`src/rtl/spi_peripheral_if.sv`:
```
// SPI pin bundle between an SPI controller and the PWM register-bank target.
// All three pins are asynchronous to the target's system clock.
interface spi_peripheral_if;
  logic sclk;
  logic copi;
  logic ncs;

  modport master (output sclk, output copi, output ncs);
  modport slave  (input  sclk, input  copi, input  ncs);
endinterface

```
`src/rtl/spi_peripheral.sv`:
```
// SPI mode-0 write-only target loading the PWM control register bank.
// Pins are oversampled in the clk domain; nothing here is clocked by sclk.
module spi_peripheral #(
  parameter int unsigned SYNC_STAGES = 2,
  parameter int unsigned MAX_ADDR    = 4
) (
  input  logic             clk,
  input  logic             rst_n,
  spi_peripheral_if.slave  spi,
  output logic [7:0]       en_reg_out_7_0,
  output logic [7:0]       en_reg_out_15_8,
  output logic [7:0]       en_reg_pwm_7_0,
  output logic [7:0]       en_reg_pwm_15_8,
  output logic [7:0]       pwm_duty_cycle,
  output logic             wr_strobe
);

  localparam int unsigned FRAME_BITS = 16;
  localparam int unsigned CNT_W      = 5;
  localparam int unsigned ADDR_W     = 7;
  localparam int unsigned DATA_W     = 8;

  typedef struct packed {
    logic              rw;
    logic [ADDR_W-1:0] addr;
    logic [DATA_W-1:0] data;
  } frame_t;

  typedef enum logic {
    IDLE  = 1'b0,
    SHIFT = 1'b1
  } state_t;

  logic [SYNC_STAGES-1:0] sclk_sync;
  logic [SYNC_STAGES-1:0] copi_sync;
  logic [SYNC_STAGES-1:0] ncs_sync;
  logic                   sclk_hist;
  logic                   ncs_hist;

  logic sclk_s;
  logic copi_s;
  logic ncs_s;
  logic sclk_rise;
  logic ncs_rise;
  logic ncs_fall;

  state_t           state;
  frame_t           shift_q;
  logic [CNT_W-1:0] bit_cnt;
  logic             overflow;
  logic             commit_ok;

  // Synchronizer chains plus history flops; reset loads the idle bus levels.
  always_ff @(posedge clk) begin
    if (!rst_n) begin
      sclk_sync <= '0;
      copi_sync <= '0;
      ncs_sync  <= '1;
      sclk_hist <= 1'b0;
      ncs_hist  <= 1'b1;
    end else begin
      sclk_sync <= {sclk_sync[SYNC_STAGES-2:0], spi.sclk};
      copi_sync <= {copi_sync[SYNC_STAGES-2:0], spi.copi};
      ncs_sync  <= {ncs_sync[SYNC_STAGES-2:0], spi.ncs};
      sclk_hist <= sclk_s;
      ncs_hist  <= ncs_s;
    end
  end

  assign sclk_s    = sclk_sync[SYNC_STAGES-1];
  assign copi_s    = copi_sync[SYNC_STAGES-1];
  assign ncs_s     = ncs_sync[SYNC_STAGES-1];
  assign sclk_rise = sclk_s & ~sclk_hist;
  assign ncs_rise  = ncs_s & ~ncs_hist;
  assign ncs_fall  = ~ncs_s & ncs_hist;

  assign commit_ok = (bit_cnt == CNT_W'(FRAME_BITS)) && !overflow && shift_q.rw &&
                     (shift_q.addr <= ADDR_W'(MAX_ADDR));

  // Frame FSM: shifts on sclk rise while selected, commits on deselect.
  always_ff @(posedge clk) begin
    if (!rst_n) begin
      state           <= IDLE;
      shift_q         <= '0;
      bit_cnt         <= '0;
      overflow        <= 1'b0;
      wr_strobe       <= 1'b0;
      en_reg_out_7_0  <= '0;
      en_reg_out_15_8 <= '0;
      en_reg_pwm_7_0  <= '0;
      en_reg_pwm_15_8 <= '0;
      pwm_duty_cycle  <= '0;
    end else begin
      wr_strobe <= 1'b0;
      case (state)
        IDLE: begin
          // An sclk rise coinciding with the select edge is dropped here.
          if (ncs_fall) begin
            state    <= SHIFT;
            bit_cnt  <= '0;
            overflow <= 1'b0;
          end
        end
        SHIFT: begin
          if (ncs_rise) begin
            state <= IDLE;
            if (commit_ok) begin
              wr_strobe <= 1'b1;
              case (shift_q.addr)
                ADDR_W'(0): en_reg_out_7_0  <= shift_q.data;
                ADDR_W'(1): en_reg_out_15_8 <= shift_q.data;
                ADDR_W'(2): en_reg_pwm_7_0  <= shift_q.data;
                ADDR_W'(3): en_reg_pwm_15_8 <= shift_q.data;
                ADDR_W'(4): pwm_duty_cycle  <= shift_q.data;
                default: ;
              endcase
            end
          end else if (sclk_rise) begin
            shift_q <= frame_t'({shift_q[FRAME_BITS-2:0], copi_s});
            if (bit_cnt == CNT_W'(FRAME_BITS)) begin
              overflow <= 1'b1;
            end else begin
              bit_cnt <= bit_cnt + CNT_W'(1);
            end
          end
        end
        default: state <= IDLE;
      endcase
    end
  end

endmodule

```
`src/flat_wrapper.sv`:
```
// flat-port wrapper written by rule: the top's interface ports become plain ports
module spi_peripheral_flat 
#(
  parameter int unsigned SYNC_STAGES = 2,
  parameter int unsigned MAX_ADDR    = 4
)
  (clk, rst_n, en_reg_out_7_0, en_reg_out_15_8, en_reg_pwm_7_0, en_reg_pwm_15_8, pwm_duty_cycle, wr_strobe, spi_sclk, spi_copi, spi_ncs);
  spi_peripheral_if spi_i ();
  input  logic clk;
  input  logic rst_n;
  output logic [7:0] en_reg_out_7_0;
  output logic [7:0] en_reg_out_15_8;
  output logic [7:0] en_reg_pwm_7_0;
  output logic [7:0] en_reg_pwm_15_8;
  output logic [7:0] pwm_duty_cycle;
  output logic wr_strobe;
  input wire logic [$bits(spi_i.sclk)-1:0] spi_sclk;
  input wire logic [$bits(spi_i.copi)-1:0] spi_copi;
  input wire logic [$bits(spi_i.ncs)-1:0] spi_ncs;
  assign spi_i.sclk = spi_sclk;
  assign spi_i.copi = spi_copi;
  assign spi_i.ncs = spi_ncs;
  spi_peripheral #(.SYNC_STAGES(SYNC_STAGES), .MAX_ADDR(MAX_ADDR)) u_core (.clk(clk), .rst_n(rst_n), .spi(spi_i), .en_reg_out_7_0(en_reg_out_7_0), .en_reg_out_15_8(en_reg_out_15_8), .en_reg_pwm_7_0(en_reg_pwm_7_0), .en_reg_pwm_15_8(en_reg_pwm_15_8), .pwm_duty_cycle(pwm_duty_cycle), .wr_strobe(wr_strobe));
endmodule
```
`config.mk`:
```
export PLATFORM = sky130hd
export DESIGN_NAME = spi_peripheral_flat
export DESIGN_NICKNAME = d
export VERILOG_FILES = /design/src/rtl/spi_peripheral_if.sv /design/src/rtl/spi_peripheral.sv /design/src/flat_wrapper.sv
export SDC_FILE = /design/constraint.sdc
export NUM_CORES = 1
export LEC_CHECK = 0
export CAP_MARGIN = 20
export CORE_MARGIN = 2
export CORE_UTILIZATION = 30
export DETAILED_ROUTE_END_ITERATION = 8
export DONT_BUFFER_PORTS = 1
export PLACE_DENSITY_LB_ADDON = 0.1
export SLEW_MARGIN = 15
export SYNTH_ARGS = -nofsm -noshare
export SYNTH_HDL_FRONTEND = slang
export SYNTH_SLANG_ARGS = --single-unit
```
`constraint.sdc`:
```
create_clock -name clk -period 5.22 [get_ports clk]
set_input_delay 0.783 -clock clk [delete_from_list [all_inputs] [get_ports clk]]
set_output_delay 0.783 -clock clk [all_outputs]
set_load 0.1 [all_outputs]
```
* After elaboration in Yosys (flattened, before gate mapping) *
Cells that the tools add are included.

word-level totals
  logic and storage cells = 65
  input port bits = 5
  output and inout bits = 41
  flip-flop bits (word level) = 72

operators by class
  equal/unequal tests = 10
  order comparisons = 1
  reduce and logical (&&, ||, !) cells = 14
  add/sub/neg operators = 1
  bitwise gates (word level) = 8
  mux-type cells = 14

operators by type and width
  kind                   number
  $reduce_and A4 Y1      7
  $mux W5                4
  $eq A7 B2 Y1 const B   2
  $pmux W5 S2            1
  $eq A7 B1 Y1 const B   1
  $eq A7 B3 Y1 const B   1
  $le A7 B3 Y1 const B   1
  $logic_not A7 Y1       1
  $mux W1                7
  $ne A2 B2 Y1 const B   3
  $reduce_and A3 Y1      2
  $add A5 B1 Y5 const B  1
  $eq A5 B5 Y1 const B   1
  $not A1 Y1             5
  $ne A2 B1 Y1 const B   2
  $pmux W1 S2            2
  $and A1 B1 Y1          3
  $logic_and A1 B1 Y1    3
  $logic_not A1 Y1       1

* Longest topological paths before layout *
  word-level depth = 5
  mapped depth = 8
  gate-level depth less buffers = 6

* Least setup slack after synthesis *
No wires, ideal clock.

  path kind = register -> register
  from = reg u_core.shift_q[12] (netlist bit)
  to = reg u_core.en_reg_out_7_0[0]
  slack = 3234 ps
  arrival time = 1914 ps
  cell stages (with the launch flop) = 6
  setup time = 72 ps
  path buffers = 1
  clock period less this slack = 1986 ps
  cells stage by stage = dfxtp_1 > or3b_4 > or4_4 > buf_6 > nor3_4 > mux2i_1

on the way
  longest elaborated chain between the ends = 3
  elaborated cells between the ends (all ways) = 4
  classes of those cells = 1 x order compare; 3 x reduce/logical

ends and longest elaborated chain
  item                                  RTL line               source
  from (decl)                           spi_peripheral.sv:48   frame_t shift_q;
  from (signal assigned)                spi_peripheral.sv:119  shift_q <= frame_t'({shift_q[FRAME_BITS-2:0], copi_s});
  $le A7 B3 Y1                          spi_peripheral.sv:78   (shift_q.addr <= ADDR_W'(MAX_ADDR));
  $logic_and A1 B1 Y1                   spi_peripheral.sv:77   assign commit_ok = (bit_cnt == CNT_W'(FRAME_BITS)) && !overflow && shift_q.rw &&
  $reduce_and A4 Y1 (no source line) *  --
  to (signal assigned)                  spi_peripheral.sv:110  ADDR_W'(0): en_reg_out_7_0 <= shift_q.data;
  to (decl)                             spi_peripheral.sv:10   output logic [7:0] en_reg_out_7_0,

Mark *: on every way between the ends. The rest lies on a longest branch, timed or not.
A chain may end at the register's enable or synchronous reset.

* Final worst setup path *
  from = reg u_core.bit_cnt[0]
  to = reg u_core.en_reg_pwm_7_0[1]

on the way
  longest elaborated chain between the ends = 5

ends and longest elaborated chain
  item                                RTL line               source
  from (decl)                         spi_peripheral.sv:49   logic [CNT_W-1:0] bit_cnt;
  from (signal assigned)              spi_peripheral.sv:123  bit_cnt <= bit_cnt + CNT_W'(1);
  $eq A5 B5 Y1                        spi_peripheral.sv:77
  $logic_and A1 B1 Y1 (3 in a row)    spi_peripheral.sv:77
  $reduce_and A4 Y1 (no source line)  --
  to (signal assigned)                spi_peripheral.sv:112  ADDR_W'(2): en_reg_pwm_7_0 <= shift_q.data;
  to (decl)                           spi_peripheral.sv:12   output logic [7:0] en_reg_pwm_7_0,

No other way between the ends.

==> run_results.csv <==
group,metric,value,unit
outcome,status,"complete, no violations",
finish,nets,271,
sta,hold_violations,0,
worst_setup_path,cpMaxStageDelayCell,"nor3b_2",
routing,routed_wl,5789,µm
sta,fmax,407.6,MHz
finish,antenna_cells,0,
clock_network,clk_latency,0.34,ns
die,fp.dieArea,10010,µm²
sta,maxSlewViolCount,0,
worst_setup_path,cp.required,5.50,ns
synth,synthTopCellsByArea,"dfxtp_1, mux2i_1, nand2_1",
placement,dp_hpwl,3688,µm
global_routing,antenna_found_initial,0,
die,start_util,0.3037,
die,row_count,35,
clock_network,cts-resized-gates,0,
finish,drive_above_1_share,0.08922,
power_and_ir_drop,p_leak,1.094,nW
worst_setup_path,critical_path.max_fanout,8,
routing,vias_per_cell,4.568,
die,fp.dieW,100.0,µm
worst_setup_path,crit_chain,"inv_1 > ha_1 > nand4bb_1 > or4_4 > nor3b_2 > mux2i_1",
run,maxCapViolCount,0,
sta,skew,0.01284,ns
synth,synth-compound-area-share,0.02668,
worst_hold_path,holdCritStartpoint,"u_core.ncs_sync[0]$_SDFF_PN1_",
clock_network,cts_buffer_depth,2,
sta,min_period,2.454,ns
placement,dp.cells,363,
synth,avgSynthCellArea,10.32,µm²
worst_hold_path,hp-class,"reg2reg",
synth,yosysTopAreaCellShare,0.5210,
worst_setup_path,crit_type,"reg2reg",
worst_setup_path,end_kind,"flop",
synth,yosysTopAreaCell,"dfxtp_1",
synth,synth_mux_area_frac,0.2026,
global_routing,grt_max_degree,80,
sta,fin_hold_ws,0.4157,ns
placement,detailed_place.area,2836,µm²
routing,wl_per_cell,15.23,µm
global_routing,grt_pass1_vias,1611,
power_and_ir_drop,peakVddDrop,121.6,µV
sta,setup_viol,0,
routing,drc,0,
worst_setup_path,cp-start-kind,"flop",
sta,fin_crit_sh,0.4700,
finish,final_area,3050,µm²
synth,synthesis.nets,275,
routing,drtIter0Drc,80,
synth,netlist_instances,268,
routing,ant_nets,0,
placement,io_buffers,0,
sta,setup_tns,0,ns
clock_network,root_buffer,"clkbuf_8",
worst_setup_path,cp-startpoint,"u_core.bit_cnt[0]$_SDFFE_PN0P_",
routing,vias,1736,
sta,worstMarginPinSlew,1.002,ns
clock_network,cts_setup_buffers,0,
clock_network,clkTransAtPathRegs,0.09,ns
finish,syn_to_final_growth,10.27,%
clock_network,numCtsBuffers,9,
clock_network,hold_buffers,0,
power_and_ir_drop,powerDensity,332.1,nW/µm²
synth,synth-warning-count,0,
synth,synthSimpleGateAreaFrac,0.2040,
clock_network,htreeDepth,3,
synth,syn_area,2766,µm²
synth,synth-adder-area-share,0.009046,
clock_network,cts_tree,"built",
routing,firstDrtPassIters,4,
global_routing,grt.overflow.total,0,
worst_setup_path,cp.arrival,2.73,ns
global_routing,gr-usage-all-layers,0.1230,
die,ioPinCount,46,
clock_network,cts_sinks,72,
placement,place.gp.congestion,0.7406,
global_routing,grt_pass1_wl,9280,µm
synth,synth_top_family_by_area,"simple AND/OR/NAND/NOR gates",
sta,rsz0062_at_grt,"false",
synth,seq_area_frac_synth,0.5210,
die,core,9109,µm²
synth,ys_ff_latch,72,
worst_setup_path,r2r_start,"u_core.bit_cnt[0]$_SDFFE_PN0P_",
synth,synth.distinct_cells,34,
worst_setup_path,slowest_delay,0.73,ns
die,die_height,100.0,µm
finish,instances_no_fill,380,
sta,slew_headroom,0.3312,
synth,synth-xor-area-share,0.003166,
per-layer routing:
layer | vias up | track usage | wire length [µm]
li1 | 892 | - | -
met5 | - | 0 | 0
met1 | 808 | 0.1766 | 2961
met3 | 5 | 0.04944 | 288
met4 | 0 | 0.03793 | 64
met2 | 31 | 0.1679 | 2474
where the power goes:
part	internal, mW	switching, mW
logic	0.00493	0.00329
clock network	0.226	0.226
registers	0.552	0.00190
critical path: cells and delay by family (launching register included):
kind | cells | cell delay, ns
adder cells (fa/ha/maj) | 1 | 0.15
multiplexers | 1 | 0.25
AND/OR/NAND/NOR | 3 | 1.58
flip-flops | 1 | 0.33
buffers and inverters | 1 | 0.09
metrics by stage:
stage / util / power [mW] / setup WS, ns
finish: 0.3349 / 1.013 / 2.766
global route: 0.3349 / 1.058 / 2.554
CTS: 0.3337 / 1.028 / 2.740
detailed placement: 0.3114 / 0.5749 / 2.764
global placement: 0.3114 / 0.5751 / 2.821
floorplan: - / 0.5808 / 3.234
sequential cells by signal (all words and copies together) (netlist names):
name and count:
u_core.shift_q 16, u_core.ncs_sync 2, u_core.en_reg_out_7_0 8, u_core.en_reg_pwm_7_0 8, u_core.bit_cnt 5, u_core.state 1, u_core.en_reg_pwm_15_8 8, u_core.sclk_sync 2
u_core.en_reg_out_15_8 8, u_core.copi_sync 2, u_core.ncs_hist 1, u_core.wr_strobe 1, u_core.overflow 1, u_core.sclk_hist 1, u_core.pwm_duty_cycle 8
synth_stat cells:
cell type / number
a21boi_0: 1
a21oi_1: 1
and2_1: 6
buf_1: 1
buf_2: 2
buf_4: 2
buf_6: 1
clkbuf_1: 11
dfxtp_1: 72
ha_1: 2
inv_1: 3
mux2i_1: 56
nand2_1: 56
nand2b_1: 5
nand3_1: 2
nand4_1: 2
nand4bb_1: 2
nor2_1: 2
nor2_4: 1
nor2b_1: 17
nor3_4: 1
nor3b_1: 2
nor4_1: 1
nor4_4: 1
o2111ai_1: 1
o211ai_1: 2
o21a_1: 1
o21ai_0: 5
o21ai_1: 1
or3_1: 3
or3b_4: 1
or4_1: 2
or4_4: 1
xnor2_1: 1
final timing paths:
| check | slack (ns) | endpoint | cells after the start |
|---|---|---|---|
| hold / removal | 0.42 | u_core.ncs_sync[1]$_SDFF_PN1_ | 1 |
| setup reg to reg | 2.77 | u_core.en_reg_pwm_7_0[1]$_SDFFE_PN0P_ | 6 |
| hold reg to reg | 0.42 | u_core.ncs_sync[1]$_SDFF_PN1_ | 1 |
| setup / recovery | 2.77 | u_core.en_reg_pwm_7_0[1]$_SDFFE_PN0P_ | 6 |
layout make-up:
cell class	instances	area [µm²]
fill	930	6058
sequential	72	1441
multi-input combinational	176	1237
tap	111	138.9
clock buffer	9	123.9
clock inverter	7	78.83
timing repair buffer	2	18.77
inverter	3	11.26
cell families after synthesis:
logic type               Yosys count
XOR/XNOR                           1
AND/OR/NAND/NOR                  105
adder cells (fa/ha/maj)            2
flip-flops                        72
buffers and inverters             20
multiplexers                      56
AO/OA/AOI/OAI                     12
cell usage in the layout (no fill, tap or decap), types with 2 or more instances in the layout:
master	n
and2_1	6
clkbuf_8	9
clkinvlp_4	2
dfxtp_1	72
ha_1	2
inv_1	3
mux2i_1	56
nand2_1	56
nand2b_1	5
nand3_1	2
nand4_1	2
nand4bb_1	2
nor2_1	2
nor2b_1	17
o211ai_1	2
o21ai_0	5
or3_1	3
or4_1	2
Note: power is estimated with default switching activity, not from simulation.
